===== src/rtl/sys_ctrl_burst.sv =====
// -----------------------------------------------------------------------------
// sys_ctrl_burst
//
// REF_CLK-domain system controller. It decodes command frames that arrive as
// synchronised UART RX bytes, drives the register file (single and burst
// access with address auto-increment) and the ALU, and pushes response bytes
// into the TX async FIFO. The FIFO-full flag applies backpressure. A stalled
// frame is dropped after TIMEOUT idle cycles and reported on cmd_err.
//
// Frames (the address byte uses its low ADDR_WIDTH bits):
//   AA addr data         RF write
//   BB addr              RF read, one byte returned
//   CC A B fun           A -> RF[0], B -> RF[1], then ALU run
//   DD fun               ALU run on the current operands
//   EE addr N d0..dN-1   burst write
//   EF addr N            burst read, N bytes returned
//
// Ports:
//   CLK, RST        clock, asynchronous active-low reset
//   RX_P_DATA       synchronised RX byte, qualified by the RX_ENABLE strobe
//   FIFO_FULL       TX FIFO full; a response byte is held while it is high
//   Rd_Data         RF read data, qualified by Rd_Data_Valid
//   ALU_OUT         ALU result, qualified by ALU_Valid
//   Wr_En, Rd_En    RF strobes; Address and Wr_Data qualify them
//   ALU_EN, ALU_FUN ALU start strobe and function
//   CLK_EN          ALU clock-gate enable, held from start to result
//   clk_div_en      UART clock-divider enable, high from the first clock
//   TX_P_DATA       response byte, qualified by TX_D_VLD
//   cmd_err         one-cycle error pulse
// All outputs are registered.
// -----------------------------------------------------------------------------
module sys_ctrl_burst #(
    parameter int DATA_WIDTH    = 8,
    parameter int ADDR_WIDTH    = 4,
    parameter int ALU_OUT_BYTES = 2,
    parameter int TIMEOUT       = 255
) (
    input  logic                                CLK,
    input  logic                                RST,
    input  logic [DATA_WIDTH-1:0]               RX_P_DATA,
    input  logic                                RX_ENABLE,
    input  logic                                FIFO_FULL,
    input  logic [DATA_WIDTH-1:0]               Rd_Data,
    input  logic                                Rd_Data_Valid,
    input  logic [ALU_OUT_BYTES*DATA_WIDTH-1:0] ALU_OUT,
    input  logic                                ALU_Valid,
    output logic                                Wr_En,
    output logic                                Rd_En,
    output logic [ADDR_WIDTH-1:0]               Address,
    output logic [DATA_WIDTH-1:0]               Wr_Data,
    output logic                                ALU_EN,
    output logic [3:0]                          ALU_FUN,
    output logic                                CLK_EN,
    output logic                                clk_div_en,
    output logic [DATA_WIDTH-1:0]               TX_P_DATA,
    output logic                                TX_D_VLD,
    output logic                                cmd_err
);

    localparam int ALU_W = ALU_OUT_BYTES * DATA_WIDTH;
    localparam int TO_W  = $clog2(TIMEOUT + 1);
    localparam int TXC_W = $clog2(ALU_OUT_BYTES + 1);

    // Last count value before the idle-cycle counter reaches TIMEOUT.
    localparam logic [TO_W-1:0] TO_LAST = TO_W'(TIMEOUT - 1);

    localparam logic [DATA_WIDTH-1:0] OP_WR     = DATA_WIDTH'(8'hAA);
    localparam logic [DATA_WIDTH-1:0] OP_RD     = DATA_WIDTH'(8'hBB);
    localparam logic [DATA_WIDTH-1:0] OP_ALU    = DATA_WIDTH'(8'hCC);
    localparam logic [DATA_WIDTH-1:0] OP_ALU_NO = DATA_WIDTH'(8'hDD);
    localparam logic [DATA_WIDTH-1:0] OP_BWR    = DATA_WIDTH'(8'hEE);
    localparam logic [DATA_WIDTH-1:0] OP_BRD    = DATA_WIDTH'(8'hEF);

    localparam logic [3:0] IDLE     = 4'd0;
    localparam logic [3:0] GET_ADDR = 4'd1;
    localparam logic [3:0] GET_CNT  = 4'd2;
    localparam logic [3:0] GET_DATA = 4'd3;
    localparam logic [3:0] GET_OPA  = 4'd4;
    localparam logic [3:0] GET_OPB  = 4'd5;
    localparam logic [3:0] GET_FUN  = 4'd6;
    localparam logic [3:0] RF_RD    = 4'd7;
    localparam logic [3:0] RF_WAIT  = 4'd8;
    localparam logic [3:0] ALU_RUN  = 4'd9;
    localparam logic [3:0] ALU_WAIT = 4'd10;
    localparam logic [3:0] TX_PUSH  = 4'd11;

    logic [3:0]            state;
    logic [DATA_WIDTH-1:0] op;       // opcode of the frame in progress
    logic [ADDR_WIDTH-1:0] addr;     // running RF address
    logic [DATA_WIDTH-1:0] cnt;      // elements left, including the current one
    logic [ALU_W-1:0]      tx_buf;   // response bytes, LSB byte goes out next
    logic [TXC_W-1:0]      tx_left;  // response bytes still to push
    logic [TO_W-1:0]       to_cnt;   // idle cycles since the last frame byte

    logic in_get;   // collecting frame bytes; timeout applies
    logic busy;     // executing a frame; incoming bytes are rejected

    // NOTE: every signal written in always_comb gets a default first, so no
    // path can leave it unassigned and infer a latch.
    always_comb begin
        in_get = 1'b0;
        if (state inside {GET_ADDR, GET_CNT, GET_DATA, GET_OPA, GET_OPB, GET_FUN})
            in_get = 1'b1;
        busy = !in_get && (state != IDLE);
    end

    // NOTE: sequential state uses non-blocking assignments only, so every
    // right-hand side reads the value from before this clock edge.
    always_ff @(posedge CLK or negedge RST) begin
        if (!RST) begin
            state      <= IDLE;
            op         <= '0;
            addr       <= '0;
            cnt        <= '0;
            tx_buf     <= '0;
            tx_left    <= '0;
            to_cnt     <= '0;
            Wr_En      <= 1'b0;
            Rd_En      <= 1'b0;
            Address    <= '0;
            Wr_Data    <= '0;
            ALU_EN     <= 1'b0;
            ALU_FUN    <= '0;
            CLK_EN     <= 1'b0;
            clk_div_en <= 1'b0;
            TX_P_DATA  <= '0;
            TX_D_VLD   <= 1'b0;
            cmd_err    <= 1'b0;
        end else begin
            clk_div_en <= 1'b1;
            Wr_En      <= 1'b0;
            Rd_En      <= 1'b0;
            ALU_EN     <= 1'b0;
            TX_D_VLD   <= 1'b0;
            cmd_err    <= 1'b0;

            if (RX_ENABLE || !in_get)
                to_cnt <= '0;
            else
                to_cnt <= to_cnt + TO_W'(1);

            case (state)
                IDLE: begin
                    if (RX_ENABLE) begin
                        op <= RX_P_DATA;
                        case (RX_P_DATA)
                            OP_WR, OP_RD, OP_BWR, OP_BRD: state <= GET_ADDR;
                            OP_ALU:                       state <= GET_OPA;
                            OP_ALU_NO:                    state <= GET_FUN;
                            default:                      cmd_err <= 1'b1;
                        endcase
                    end
                end

                GET_ADDR: begin
                    if (RX_ENABLE) begin
                        addr <= RX_P_DATA[ADDR_WIDTH-1:0];
                        // Single accesses reuse the burst path with N = 1.
                        cnt  <= DATA_WIDTH'(1);
                        if (op == OP_WR)
                            state <= GET_DATA;
                        else if (op == OP_RD)
                            state <= RF_RD;
                        else
                            state <= GET_CNT;
                    end
                end

                GET_CNT: begin
                    if (RX_ENABLE) begin
                        if (RX_P_DATA == '0) begin
                            cmd_err <= 1'b1;
                            state   <= IDLE;
                        end else begin
                            cnt   <= RX_P_DATA;
                            state <= (op == OP_BWR) ? GET_DATA : RF_RD;
                        end
                    end
                end

                GET_DATA: begin
                    if (RX_ENABLE) begin
                        Wr_En   <= 1'b1;
                        Address <= addr;
                        Wr_Data <= RX_P_DATA;
                        addr    <= addr + ADDR_WIDTH'(1);
                        cnt     <= cnt - DATA_WIDTH'(1);
                        if (cnt == DATA_WIDTH'(1))
                            state <= IDLE;
                    end
                end

                GET_OPA: begin
                    if (RX_ENABLE) begin
                        Wr_En   <= 1'b1;
                        Address <= ADDR_WIDTH'(0);
                        Wr_Data <= RX_P_DATA;
                        state   <= GET_OPB;
                    end
                end

                GET_OPB: begin
                    if (RX_ENABLE) begin
                        Wr_En   <= 1'b1;
                        Address <= ADDR_WIDTH'(1);
                        Wr_Data <= RX_P_DATA;
                        state   <= GET_FUN;
                    end
                end

                GET_FUN: begin
                    if (RX_ENABLE) begin
                        ALU_FUN <= RX_P_DATA[3:0];
                        state   <= ALU_RUN;
                    end
                end

                RF_RD: begin
                    Rd_En   <= 1'b1;
                    Address <= addr;
                    state   <= RF_WAIT;
                end

                RF_WAIT: begin
                    if (Rd_Data_Valid) begin
                        tx_buf  <= ALU_W'(Rd_Data);
                        tx_left <= TXC_W'(1);
                        state   <= TX_PUSH;
                    end
                end

                ALU_RUN: begin
                    ALU_EN <= 1'b1;
                    CLK_EN <= 1'b1;
                    state  <= ALU_WAIT;
                end

                ALU_WAIT: begin
                    if (ALU_Valid) begin
                        CLK_EN  <= 1'b0;
                        tx_buf  <= ALU_OUT;
                        tx_left <= TXC_W'(ALU_OUT_BYTES);
                        state   <= TX_PUSH;
                    end
                end

                TX_PUSH: begin
                    // The byte stays at the bottom of tx_buf until the FIFO
                    // has room, so a full FIFO neither loses nor repeats it.
                    if (!FIFO_FULL) begin
                        TX_D_VLD  <= 1'b1;
                        TX_P_DATA <= tx_buf[DATA_WIDTH-1:0];
                        tx_buf    <= tx_buf >> DATA_WIDTH;
                        tx_left   <= tx_left - TXC_W'(1);
                        if (tx_left == TXC_W'(1)) begin
                            if (op == OP_BRD && cnt != DATA_WIDTH'(1)) begin
                                cnt   <= cnt - DATA_WIDTH'(1);
                                addr  <= addr + ADDR_WIDTH'(1);
                                state <= RF_RD;
                            end else begin
                                state <= IDLE;
                            end
                        end
                    end
                end

                default: state <= IDLE;
            endcase

            // A byte arriving while a frame executes is dropped; the
            // operation itself carries on.
            if (RX_ENABLE && busy)
                cmd_err <= 1'b1;

            // Stalled frame: drop it. RF writes already issued stay done.
            if (in_get && !RX_ENABLE && to_cnt == TO_LAST) begin
                cmd_err <= 1'b1;
                state   <= IDLE;
            end
        end
    end

endmodule


===== config.mk =====
export PLATFORM = sky130hd
export DESIGN_NAME = sys_ctrl_burst
export DESIGN_NICKNAME = d
export VERILOG_FILES = /design/src/rtl/sys_ctrl_burst.sv
export SDC_FILE = /design/constraint.sdc
export NUM_CORES = 1
export LEC_CHECK = 0
export BUFFER_PORTS_ARGS = -buffer_cell sky130_fd_sc_hd__buf_2
export CAP_MARGIN = 0
export CORE_MARGIN = 3
export CORE_UTILIZATION = 40
export DETAILED_ROUTE_END_ITERATION = 8
export PLACE_DENSITY = 0.57
export SETUP_SLACK_MARGIN = 0.15
export SYNTH_ARGS = -nofsm -noshare
export SYNTH_HDL_FRONTEND = slang
export SYNTH_SLANG_ARGS = --single-unit
export TNS_END_PERCENT = 100

===== constraint.sdc =====
create_clock -name CLK -period 5.25 [get_ports CLK]
set_input_delay 0.525 -clock CLK [delete_from_list [all_inputs] [get_ports CLK]]
set_output_delay 0.525 -clock CLK [all_outputs]
set_load 0.02 [all_outputs]

# Word level (Yosys, flattened, before mapping)
# Index checks and enable logic that the tools add are counted.
[word_totals]
memories = 0
latchBits = 0
ram_bits = 0
wordCells = 165
in_bits = 38
ff_bits = 81
out_inout_bits = 31
mem_bits_ro = 0
[op_classes]
n_mul = 0
eq_ne = 49
reduce_logical = 30
n_bitwise = 1
n_div = 0
add_sub_neg = 4
shifts = 0
n_mux = 63
magnitude_cmp = 0
[op_table]
columns = ["operator", "count"]
rows = [
  ["== test 8 bit, second input constant", 11],
  ["2-to-1 mux 4 bit", 21],
  ["2-to-1 mux 8 bit", 8],
  ["2-to-1 mux 16 bit", 3],
  ["case mux 16 bit (3 select lines)", 1],
  ["case mux 4 bit (12 select lines)", 1],
  ["case mux 8 bit (4 select lines)", 1],
  ["case mux 4 bit (3 select lines)", 2],
  ["inequality test 2 bit, second input constant", 11],
  ["inequality test 3 x 2 -> 1 bit, second input constant", 6],
  ["== test 4 x 3 -> 1 bit, second input constant", 4],
  ["== test 4 bit, second input constant", 4],
  ["case mux 4 bit (4 select lines)", 1],
  ["2-to-1 mux 3 bit", 5],
  ["inequality test 3 bit, second input constant", 5],
  ["2-to-1 mux 1 bit", 14],
  ["AND reduction 13 bit", 1],
  ["nonzero test 4 bit", 3],
  ["AND reduction 2 bit", 5],
  ["adder 8 x 1 -> 8 bit, second input constant", 1],
  ["== test 4 x 2 -> 1 bit, second input constant", 2],
  ["== test 8 x 1 -> 1 bit, second input constant", 1],
  ["zero test 8 bit", 1],
  ["inequality test 8 x 1 -> 1 bit, second input constant", 1],
  ["24 further kinds", 34],
]

# Logic depth before layout (Yosys ltp)
# Gate-level depths: netlist (run 1).
[logic_depth]
ltp_word = 8
depth_mapped = 8

# Least setup slack after synthesis (run 1)
# No wires, ideal clock.
[synth_timing]
path_type = "in2reg"
startpoint = "input port RX_ENABLE"
endpoint = "register state[1]"
t_arrival_ps = 1966
n_path_buf = 1
setup_time_ps = 125
setup_slack_ps = 3160
path_stages = 6
path_cell_list = "clkbuf_1 -> nor2_1 -> o211ai_2 -> or3_1 -> a21oi_1 -> mux2_2"
[synth_via]
elab_chain_cells = 5
elab_cells_between_ends = 18
[synth_lines]
columns = ["element", "line_no", "source"]
rows = [
  ["start: declaration", "41", "input logic RX_ENABLE,"],
  ["zero test 1 bit", "276", "if (in_get && !RX_ENABLE && to_cnt == TO_LAST) begin"],
  ["logical AND 1 bit (2 in a row)", "276", ""],
  ["inequality test 5 x 2 -> 1 bit (no source line) (tied with other cells)", "n/a", ""],
  ["AND reduction 13 bit (no source line)", "n/a", ""],
  ["end signal: assignment", "176", "state <= (op == OP_BWR) ? GET_DATA : RF_RD;"],
  ["end: declaration", "87", "logic [3:0] state;"],
]
# Parallel ways exist; a longest one is shown, timed or not.
# A chain may end at the register's enable or synchronous reset.

# Worst setup path after layout (run 1)
[layout_timing]
startpoint = "register state[2]"
endpoint = "register Address[0]"
[layout_via]
elab_chain_cells = 3
elab_cells_between_ends = 10
[layout_lines]
columns = ["element", "line_no", "source"]
rows = [
  ["== test 4 x 2 -> 1 bit / == test 4 x 3 -> 1 bit (equally long branches)", "142", "case (state)"],
  ["nonzero test 4 bit (no source line) / inequality test 2 bit (equally long branches)", "n/a", ""],
  ["AND reduction 4 bit (no source line)", "n/a", ""],
  ["end signal: assignment", "184", "Address <= addr;"],
  ["end signal: assignment", "220", "Address <= addr;"],
  ["end: declaration", "49", "output logic [ADDR_WIDTH-1:0] Address,"],
]
# Parallel ways exist; a longest one is shown, timed or not.

==> impl_metrics.sql, run 1 <==
INSERT INTO impl_metrics (metric_group, metric, value, unit) VALUES
('critical_path', 'timing.critical_path.fanout_max', '20', ''),
('global_routing', 'grt_start_max_net_pins', '82', ''),
('sta', 'report.final.hold_viol_count', '0', ''),
('die', 'dieArea', '11500', 'sq um'),
('placement', 'placement.io_buffers', '68', ''),
('synth', 'post-synth-top-area-fraction', '49.5', '%'),
('synth', 'yosysSeqAreaShare', '49.5', '%'),
('die', 'floorplan.rows', '36', ''),
('global_routing', 'global_route.usage.total', '17.7', '%'),
('sta', 'final.min_clock_period', '2810', 'ps'),
('sta', 'fmax', '356', 'MHz'),
('critical_path', 'worst-setup-path-type', 'reg -> reg', ''),
('clocking', 'htree_depth', '3', ''),
('detailed_routing', 'num_vias', '3430', ''),
('clocking', 'cts_setup_buffers', '0', ''),
('placement', 'gp_congestion', '0.920', ''),
('sta', 'skew', '9.46', 'ps'),
('clocking', 'clock_tree.root_cell', 'clkbuf_8', ''),
('clocking', 'clock_tree_from_tritoncts', 'yes', ''),
('clocking', 'clkSinkCount', '81', ''),
('global_routing', 'grt_pass1_vias', '3294', ''),
('die', 'top_level_ports', '69', ''),
('critical_path', 'timing.critical_path.max_delay_family', 'simple AND/OR/NAND/NOR gates', ''),
('sta', 'rsz0062_at_grt', 'false', ''),
('finish', 'num_antenna_cells', '0', ''),
('synth', 'synth.cells.most_frequent', 'dfrtp_1, nand2_1, o21ai_0', ''),
('sta', 'worst_slew_pin_tran', '1050', 'ps'),
('detailed_routing', 'avgRoutedWirePerCell', '15.1', 'um'),
('power', 'irDropWorstVdd', '0.214', 'mV'),
('finish', 'nFillCells', '953', ''),
('run_status', 'run_status', 'complete, no violations', ''),
('synth', 'syn_inst', '439', ''),
('synth', 'syn-mean-instance-area', '9.33', 'sq um'),
('synth', 'synth_largest_area_cell', 'dfrtp_1', ''),
('global_routing', 'global_route.overflow_total', '0', ''),
('critical_path', 'worstPathBufferInverterCount', '1', ''),
('global_routing', 'wire_length_of_the_first_global_routing_pass', '16000', 'um'),
('global_routing', 'antenna_found_initial', '0', ''),
('critical_path', 'worst-endpoint-arrival', '3040', 'ps'),
('finish', 'layout-drive-gt1-share', '21.9', '%'),
('detailed_routing', 'drt-vias-per-instance', '5.40', ''),
('power', 'power-per-cell-area', '564', 'nW/um^2'),
('synth', 'synth.top_cells.by_area', 'dfrtp_1, nand2_1, mux2_2', ''),
('synth', 'synth_area', '4100', 'sq um'),
('detailed_routing', 'antenna_violating_nets_post_route', '0', ''),
('clocking', 'clkSlewWorstSetupHoldPaths', '80', 'ps'),
('power', 'p_leak', '2.15', 'nW'),
('synth', 'synth_edf_count', '0', ''),
('critical_path', 'critPathMaxStageDelay', '710', 'ps'),
('synth', 'ys.warnings.count', '0', ''),
('finish', 'layout_net_count', '542', ''),
('synth', 'number_of_flip_flops_and_latches_in_the_synthesized_netlist', '81', ''),
('clocking', 'cts_buffers', '9', ''),
('sta', 'timing.setup.tns', '0', 'ps'),
('finish', 'layout.core_utilization', '47.4', '%'),
('critical_path', 'critical_path_sink_type', 'register', ''),
('detailed_routing', 'finalWirelength', '9610', 'um'),
('sta', 'holdWs', '320', 'ps'),
('clocking', 'cts.repair.resized', '0', ''),
('clocking', 'cts_hold_repair.buffers', '0', ''),
('sta', 'final_min_period_over_clock_period', '53.6', '%'),
('die', 'design.core.area', '9860', 'sq um'),
('die', 'initial_utilization', '41.5', '%'),
('finish', 'seq_area', '2030', 'sq um'),
('die', 'vertical_die_dimension', '107', 'um'),
('clocking', 'clock_insertion_delay_worst_skew', '360', 'ps'),
('synth', 'postSynth.asyncResetShare', '100', '%'),
('finish', 'flow.area_growth_from_synthesis', '14.2', '%'),
('sta', 'timing.final.max_slew_violations', '0', ''),
('synth', 'synth.distinct_cells', '54', ''),
('job', 'max_cap_violations', '0', '');
[routing by layer]
layer	track usage [%]	vias to the layer above	wire length, um
met3	3.13	18	498
li1	-	1676	-
met4	8.58	0	210
met5	0	-	0
met1	25.1	1632	4530
met2	26.1	104	4370
[metrics by stage]
step,worst slack [ps],area (sq um),cells,total power (W)
after global placement,2570,4520,620,0.00224
after CTS,2490,4680,635,0.00266
after floorplan,3160,4100,439,0.00195
after detailed placement,2510,4520,620,0.00226
after global routing,2170,4680,635,0.00287
final,2440,4680,635,0.00264
[area by class of cell]
class | instances | area share, %
clock buffer | 10 | 2.73
clock inverter | 5 | 0.722
inverter | 15 | 1.20
multi-input combinational | 321 | 40.8
sequential | 81 | 43.3
tap | 133 | 3.56
timing repair buffer | 70 | 7.65
[cells in the final DEF (no fill, tap or decap), drive strengths merged, types with 2 or more instances in the layout]
| master | Yosys | final |
|---|---|---|
| buf | 9 | 70 |
| dfrtp | 81 | 81 |
| and4 | 2 | 2 |
| nand2 | 69 | 69 |
| a211oi | 4 | 4 |
| mux2i | 9 | 9 |
| a31oi | 2 | 2 |
| nand2b | 3 | 3 |
| a21oi | 31 | 31 |
| o22ai | 5 | 5 |
| a22oi | 2 | 2 |
| nand4 | 4 | 4 |
| or3 | 5 | 5 |
| ha | 6 | 6 |
| clkinv | 2 | 5 |
| mux2 | 20 | 20 |
| xnor2 | 2 | 2 |
| nor3b | 3 | 3 |
| and3 | 2 | 2 |
| nand3 | 11 | 11 |
| o211ai | 7 | 7 |
| xor2 | 3 | 3 |
| nor2 | 38 | 38 |
| o32ai | 3 | 3 |
| nor3 | 10 | 10 |
| o21ai | 47 | 47 |
| nor4 | 7 | 7 |
| a21o | 6 | 6 |
| or4 | 3 | 3 |
| clkinvlp | 0 | 2 |
| inv | 13 | 13 |
| clkbuf | 13 | 10 |
[worst paths after layout]
kind / from / to / slack [ps] / depth (start not counted)
min: RST / cnt[3]$_DFFE_PN0P_ / 320 / 1
max: state[2]$_DFFE_PN0P_ / Address[0]$_DFFE_PN0P_ / 2440 / 6
min in group CLK: ALU_OUT[14] / tx_buf[14]$_DFFE_PN0P_ / 400 / 3
max reg2reg: state[2]$_DFFE_PN0P_ / Address[0]$_DFFE_PN0P_ / 2440 / 6
min reg2reg: Wr_Data[3]$_DFFE_PN0P_ / Wr_Data[3]$_DFFE_PN0P_ / 480 / 2
max in group asynchronous: RST / ALU_FUN[1]$_DFFE_PN0P_ / 4220 / 1
[cell families after synthesis]
kind of cell / count (synthesis) / share of synthesized area, %
AND/OR/NAND/NOR: 162 / 18.5
AO/OA/AOI/OAI: 118 / 17.4
flip-flops: 81 / 49.5
buffers and inverters: 37 / 3.88
multiplexers: 29 / 7.70
adder cells (fa/ha/maj): 6 / 1.83
XOR/XNOR: 5 / 1.07
other: 1 / 0.0916
[sequential cells by signal (all words and copies together), names as in the netlist, 2 cells and up]
| signal | cells |
|---|---|
| addr | 4 |
| ALU_FUN | 4 |
| tx_left | 2 |
| TX_P_DATA | 8 |
| op | 8 |
| state | 4 |
| Address | 4 |
| tx_buf | 16 |
| Wr_Data | 8 |
| cnt | 8 |
| to_cnt | 8 |
[power by group]
part	leakage [nW]	internal (W)	switching, W
Clock	0.0781	0.000168	0.000225
Combinational	1.03	0.000460	0.000713
Sequential	1.04	0.000855	0.000214
Note: power is estimated with default switching activity, not from simulation.
==> inputs of run 2 (changes only) <==
- PLACE_DENSITY: 0.57 -> 0.59
- clock period: 5.25 -> 2.5 ns (I/O delays scaled with it)
==> impl_metrics.sql, run 2 (same netlist as run 1, synthesis figures left out) <==
INSERT INTO impl_metrics (metric_group, metric, value, unit) VALUES
('run_status', 'run_status', 'complete, no violations', ''),
('clocking', 'clkSinkCount', '81', ''),
('finish', 'num_antenna_cells', '0', ''),
('clocking', 'cts_buffers', '9', ''),
('detailed_routing', 'drtPass1Iterations', '5', ''),
('finish', 'layout_net_count', '558', ''),
('sta', 'final.min_clock_period', '2150', 'ps'),
('critical_path', 'worst_r2r_startpoint', 'state[3]$_DFFE_PN0P_', ''),
('clocking', 'clock_tree_from_tritoncts', 'yes', ''),
('global_routing', 'wire_length_of_the_first_global_routing_pass', '16700', 'um'),
('critical_path', 'critical_path_sink_type', 'register', ''),
('global_routing', 'antenna_found_initial', '0', ''),
('job', 'max_cap_violations', '0', ''),
('sta', 'fmax', '465', 'MHz'),
('clocking', 'clkSlewWorstSetupHoldPaths', '80', 'ps'),
('power', 'p_sw_share', '43.1', '%'),
('die', 'top_level_ports', '69', ''),
('clocking', 'cts_setup_buffers', '0', ''),
('sta', 'slew_headroom', '61.8', '%'),
('sta', 'timing.final.max_slew_violations', '0', ''),
('power', 'power_frac_comb', '46.1', '%'),
('critical_path', 'cp_data_required_time', '2740', 'ps'),
('sta', 'report.final.hold_viol_count', '0', ''),
('clocking', 'clock_insertion_delay_worst_skew', '360', 'ps'),
('critical_path', 'timing.critical_path.fanout_max', '16', ''),
('detailed_routing', 'num_vias', '3484', ''),
('critical_path', 'startpoint', 'state[3]$_DFFE_PN0P_', ''),
('critical_path', 'worst-endpoint-arrival', '2390', 'ps'),
('finish', 'max_flop_register', 'tx_buf', ''),
('power', 'clock_power_share', '14.4', '%'),
('sta', 'worst_slew_pin_tran', '571', 'ps'),
('global_routing', 'global_route.usage.total', '18.2', '%'),
('finish', 'layout-drive-gt1-share', '25.3', '%'),
('sta', 'timing.setup.tns', '0', 'ps'),
('sta', 'skew', '10.7', 'ps'),
('finish', 'layout.cells.most_common_list', 'dfrtp_1, nand2_1, buf_2', ''),
('detailed_routing', 'finalWirelength', '9720', 'um'),
('global_routing', 'grt_start_max_net_pins', '42', ''),
('power', 'seqPwrFrac', '39.5', '%'),
('clocking', 'clock_tree.root_cell', 'clkbuf_8', ''),
('critical_path', 'start_kind', 'register', ''),
('power', 'total_switching_power', '0.00246', 'W'),
('critical_path', 'worst-setup-path-type', 'reg -> reg', ''),
('finish', 'nFillCells', '940', ''),
('clocking', 'cts_max_path_buffers', '2', ''),
('hold_path', 'min_from', 'ALU_OUT[15]', ''),
('die', 'floorplan.rows', '36', ''),
('detailed_routing', 'antenna_violating_nets_post_route', '0', ''),
('power', 'cellInternalPower', '0.00324', 'W'),
('finish', 'largest_register_ff_count', '16', ''),
('placement', 'hpwl', '7060', 'um'),
('die', 'dieArea', '11500', 'sq um'),
('sta', 'rsz0062_at_grt', 'false', ''),
('finish', 'layout.core_utilization', '48.9', '%'),
('detailed_routing', 'drt-vias-per-instance', '5.35', ''),
('die', 'initial_utilization', '41.5', '%'),
('finish', 'flow.area_growth_from_synthesis', '17.8', '%'),
('clocking', 'htree_depth', '3', ''),
('global_routing', 'global_route.overflow_total', '0', ''),
('detailed_routing', 'drc', '0', ''),
('die', 'vertical_die_dimension', '107', 'um'),
('power', 'power-per-cell-area', '1180', 'nW/um^2'),
('power', 'irDropWorstVdd', '0.548', 'mV'),
('sta', 'final-setup-viol-count', '0', ''),
('global_routing', 'grt_pass1_vias', '3445', ''),
('die', 'die_w', '107', 'um'),
('detailed_routing', 'drt_iter0_drc', '185', ''),
('die', 'design.core.area', '9860', 'sq um'),
('sta', 'final_min_period_over_clock_period', '86.1', '%'),
('power', 'p_leak', '2.24', 'nW'),
('placement', 'placement.io_buffers', '68', ''),
('finish', 'most_frequent_standard_cell_in_the_layout_excluding_fill_and_tap_cells', 'dfrtp_1', ''),
('detailed_routing', 'avgRoutedWirePerCell', '14.9', 'um'),
('placement', 'gp_congestion', '0.903', ''),
('hold_path', 'hp-class', 'in -> reg', '');
[run 2: final cells by class]
cell class	count	area, sq um	area share (%)
Timing Repair Buffer	86	493	10.2
Sequential cell	81	2030	42.1
Multi-Input combinational cell	321	1920	39.8
Clock inverter	6	36.3	0.752
Tap cell	133	166	3.45
Clock buffer	9	124	2.57
Inverter	15	56.3	1.17
[run 2: path summary, 6_finish.rpt]
| path | to | slack [ps] | cells after the start |
|---|---|---|---|
| hold reg to reg | tx_buf[4]$_DFFE_PN0P_ | 480 | 2 |
| hold / removal | tx_buf[15]$_DFFE_PN0P_ | 130 | 3 |
| max in group asynchronous | state[2]$_DFFE_PN0P_ | 1470 | 3 |
| setup / recovery | state[1]$_DFFE_PN0P_ | 350 | 6 |
| setup reg to reg | state[1]$_DFFE_PN0P_ | 350 | 6 |
| min in group asynchronous | addr[1]$_DFFE_PN0P_ | 410 | 2 |
[run 2: per-stage QoR]
| step | cell area (sq um) | power [W] | setup slack, ps | std cells | hold WS [ps] |
|---|---|---|---|---|---|
| final | 4830 | 0.00570 | 348 | 651 | 129 |
| after global routing | 4830 | 0.00619 | 155 | 651 | 124 |
| after CTS | 4810 | 0.00572 | 208 | 651 | 107 |
| after detailed placement | 4640 | 0.00488 | 229 | 635 | 270 |
| after global placement | 4640 | 0.00483 | 293 | 635 | 269 |
| after floorplan | 4100 | 0.00409 | 452 | 439 | -45.6 |
[run 2: critical path, stage by stage, from the launching register on]
cell     delay (ps)
dfrtp_1         570
or4_1           580
a31oi_1         190
o21ai_0         220
nand3_1         140
a21oi_2          60
mux2_2          280
[run 2: metal layers]
metal / global-route usage (%) / up-vias / wire length [um]
li1: - / 1710 / -
met1: 25.2 / 1654 / 4600
met2: 28.0 / 105 / 4440
met3: 3.91 / 15 / 527
met4: 7.03 / 0 / 150
met5: 0 / - / 0
[run 2: power groups by stage]
stage	Sequential (W)	Clock, W	Combinational [W]
after floorplan	0.00232	0	0.00177
after global placement	0.00225	0	0.00257
after detailed placement	0.00226	0	0.00262
after CTS	0.00224	0.000855	0.00263
after global routing	0.00233	0.000911	0.00295
final	0.00225	0.000819	0.00263
[run 2: repair_timing]
action,in CTS,in global routing
hold buffers,1,0
setup endpoints to repair,0,15
resized for setup,0,5
hold endpoints to repair,40,0
==> inputs of run 3 (changes only) <==
- PLACE_DENSITY: 0.59 -> 0.57
- clock period: 2.5 -> 2.8 ns (I/O delays scaled with it)
==> impl_metrics.sql, run 3 (same netlist as run 1, synthesis figures left out) <==
INSERT INTO impl_metrics (metric_group, metric, value, unit) VALUES
('run_status', 'run_status', 'complete, no violations', ''),
('critical_path', 'reg2reg_to', 'state[1]$_DFFE_PN0P_', ''),
('finish', 'largest_register_ff_count', '16', ''),
('sta', 'final-setup-viol-count', '0', ''),
('sta', 'final_min_period_over_clock_period', '84.7', '%'),
('die', 'vertical_die_dimension', '107', 'um'),
('critical_path', 'critical_path_sink_type', 'register', ''),
('placement', 'hpwl', '6890', 'um'),
('critical_path', 'cp_data_required_time', '3050', 'ps'),
('critical_path', 'start_kind', 'register', ''),
('finish', 'post_layout_nonfiller_instances', '646', ''),
('global_routing', 'grt_start_max_net_pins', '82', ''),
('clocking', 'htree_depth', '3', ''),
('die', 'dieArea', '11500', 'sq um'),
('critical_path', 'worstPathBufferInverterCount', '0', ''),
('clocking', 'clock_tree.root_cell', 'clkbuf_8', ''),
('clocking', 'clkSlewWorstSetupHoldPaths', '90', 'ps'),
('detailed_routing', 'finalWirelength', '9830', 'um'),
('critical_path', 'worst-endpoint-arrival', '2620', 'ps'),
('clocking', 'clock_insertion_delay_worst_skew', '350', 'ps'),
('detailed_routing', 'drtPass1Iterations', '6', ''),
('global_routing', 'wire_length_of_the_first_global_routing_pass', '16800', 'um'),
('critical_path', 'slowest_stage', 'dfrtp_1', ''),
('critical_path', 'worst-setup-path-type', 'reg -> reg', ''),
('finish', 'flow.area_growth_from_synthesis', '17.3', '%'),
('global_routing', 'global_route.overflow_total', '0', ''),
('critical_path', 'timing.critical_path.fanout_max', '20', ''),
('clocking', 'cts.repair.resized', '0', ''),
('sta', 'timing.setup.tns', '0', 'ps'),
('finish', 'num_antenna_cells', '0', ''),
('global_routing', 'global_route.usage.total', '18.2', '%'),
('sta', 'timing.final.max_slew_violations', '0', ''),
('finish', 'most_frequent_standard_cell_in_the_layout_excluding_fill_and_tap_cells', 'dfrtp_1', ''),
('detailed_routing', 'drt-vias-per-instance', '5.37', ''),
('placement', 'gp_congestion', '0.925', ''),
('critical_path', 'timing.critical_path.max_delay_family', 'flip-flops', ''),
('power', 'p_leak', '2.22', 'nW'),
('sta', 'worst_slew_pin_tran', '1030', 'ps'),
('sta', 'slew_headroom', '31.4', '%'),
('global_routing', 'grt_pass1_vias', '3353', ''),
('die', 'top_level_ports', '69', ''),
('clocking', 'clkSinkCount', '81', ''),
('finish', 'max_flop_register', 'tx_buf', ''),
('clocking', 'clock_tree_from_tritoncts', 'yes', ''),
('die', 'design.core.area', '9860', 'sq um'),
('detailed_routing', 'avgRoutedWirePerCell', '15.2', 'um'),
('job', 'max_cap_violations', '0', ''),
('sta', 'fmax', '422', 'MHz'),
('clocking', 'cts_setup_buffers', '0', ''),
('die', 'initial_utilization', '41.5', '%'),
('detailed_routing', 'drt_iter0_drc', '274', ''),
('power', 'irDropWorstVdd', '0.358', 'mV'),
('critical_path', 'critPathMaxStageDelay', '790', 'ps'),
('finish', 'layout_net_count', '552', ''),
('global_routing', 'antenna_found_initial', '0', ''),
('finish', 'post-route-cell-area', '4800', 'sq um'),
('sta', 'report.final.hold_viol_count', '0', ''),
('placement', 'placement.io_buffers', '68', ''),
('sta', 'final.min_clock_period', '2370', 'ps'),
('critical_path', 'timing.critical_path.cells', 'or2_2 > o211ai_2 > or3_1 > a21oi_1 > mux2_2', ''),
('critical_path', 'worst_r2r_startpoint', 'state[0]$_DFFE_PN0P_', ''),
('clocking', 'cts_max_path_buffers', '2', ''),
('sta', 'skew', '11.6', 'ps'),
('sta', 'rsz0062_at_grt', 'false', ''),
('detailed_routing', 'drc', '0', ''),
('power', 'power-per-cell-area', '1080', 'nW/um^2'),
('placement', 'placedCellCount', '630', ''),
('finish', 'layout.cells.most_common_list', 'dfrtp_1, nand2_1, buf_2', ''),
('die', 'die_w', '107', 'um'),
('detailed_routing', 'num_vias', '3467', ''),
('die', 'floorplan.rows', '36', ''),
('clocking', 'cts_hold_repair.buffers', '0', ''),
('finish', 'layout-drive-gt1-share', '23.6', '%'),
('placement', 'placedInstanceArea', '4600', 'sq um'),
('clocking', 'cts_buffers', '9', ''),
('critical_path', 'setup.reg_to_reg.worst_slack', '430', 'ps'),
('hold_path', 'hp-class', 'in -> async', ''),
('detailed_routing', 'antenna_violating_nets_post_route', '0', ''),
('critical_path', 'reg2regPathDepth', '5', '');
==> run 3: cell count changes in the layout (fill, tap and decap cells not counted), moves of 2 or more <==
cell,delta
buf_4,-5
clkbuf_1,+2
clkinv_2,-4
clkinvlp_4,+2
==> run 3: final cells by class <==
cell class / count / area [sq um]
clock buffer: 12 / 145
clock inverter: 4 / 52.6
fill: 956 / 5060
inverter: 15 / 56.3
multi-input combinational: 321 / 1910
sequential: 81 / 2030
tap: 133 / 166
timing repair buffer: 80 / 445
==> run 3: routing by layer <==
metal / up-vias / part of all wire [%] / GRT usage [%]
met4: 0 / 1.6 / 6.21
met1: 1651 / 47 / 25.5
met3: 15 / 5.2 / 3.91
met5: - / 0 / 0
met2: 98 / 46 / 27.9
li1: 1703 / - / -
==> run 3: report_power, final <==
part	internal, W	leakage [nW]	switching (W)	total (W)
registers	0.00160	1.04	0.000445	0.00205
logic	0.000939	1.09	0.00131	0.00225
clock network	0.000438	0.0888	0.000447	0.000885
total	0.00298	2.22	0.00221	0.00519
==> run 3: stage by stage <==
stage	setup slack [ps]	util [%]	power [W]	hold slack, ps
floorplan	752	-	0.00365	-15.6
global placement	379	46.7	0.00429	454
detailed placement	328	46.7	0.00432	457
CTS	312	48.7	0.00522	147
global route	208	48.7	0.00562	164
finish	429	48.7	0.00519	71.7
==> run 3: worst max path at each step <==
stage	startpoint	end	slack, ps	depth (start not counted)
final	state[0]$_DFFE_PN0P_	state[1]$_DFFE_PN0P_	430	5
after global routing	cnt[2]$_DFFE_PN0P_	cnt[0]$_DFFE_PN0P_	210	6
after CTS	state[1]$_DFFE_PN0P_	cnt[1]$_DFFE_PN0P_	310	6
after detailed placement	state[1]$_DFFE_PN0P_	cnt[1]$_DFFE_PN0P_	330	6
after global placement	state[1]$_DFFE_PN0P_	cnt[1]$_DFFE_PN0P_	380	6
after floorplan	state[2]$_DFFE_PN0P_	cnt[5]$_DFFE_PN0P_	750	8
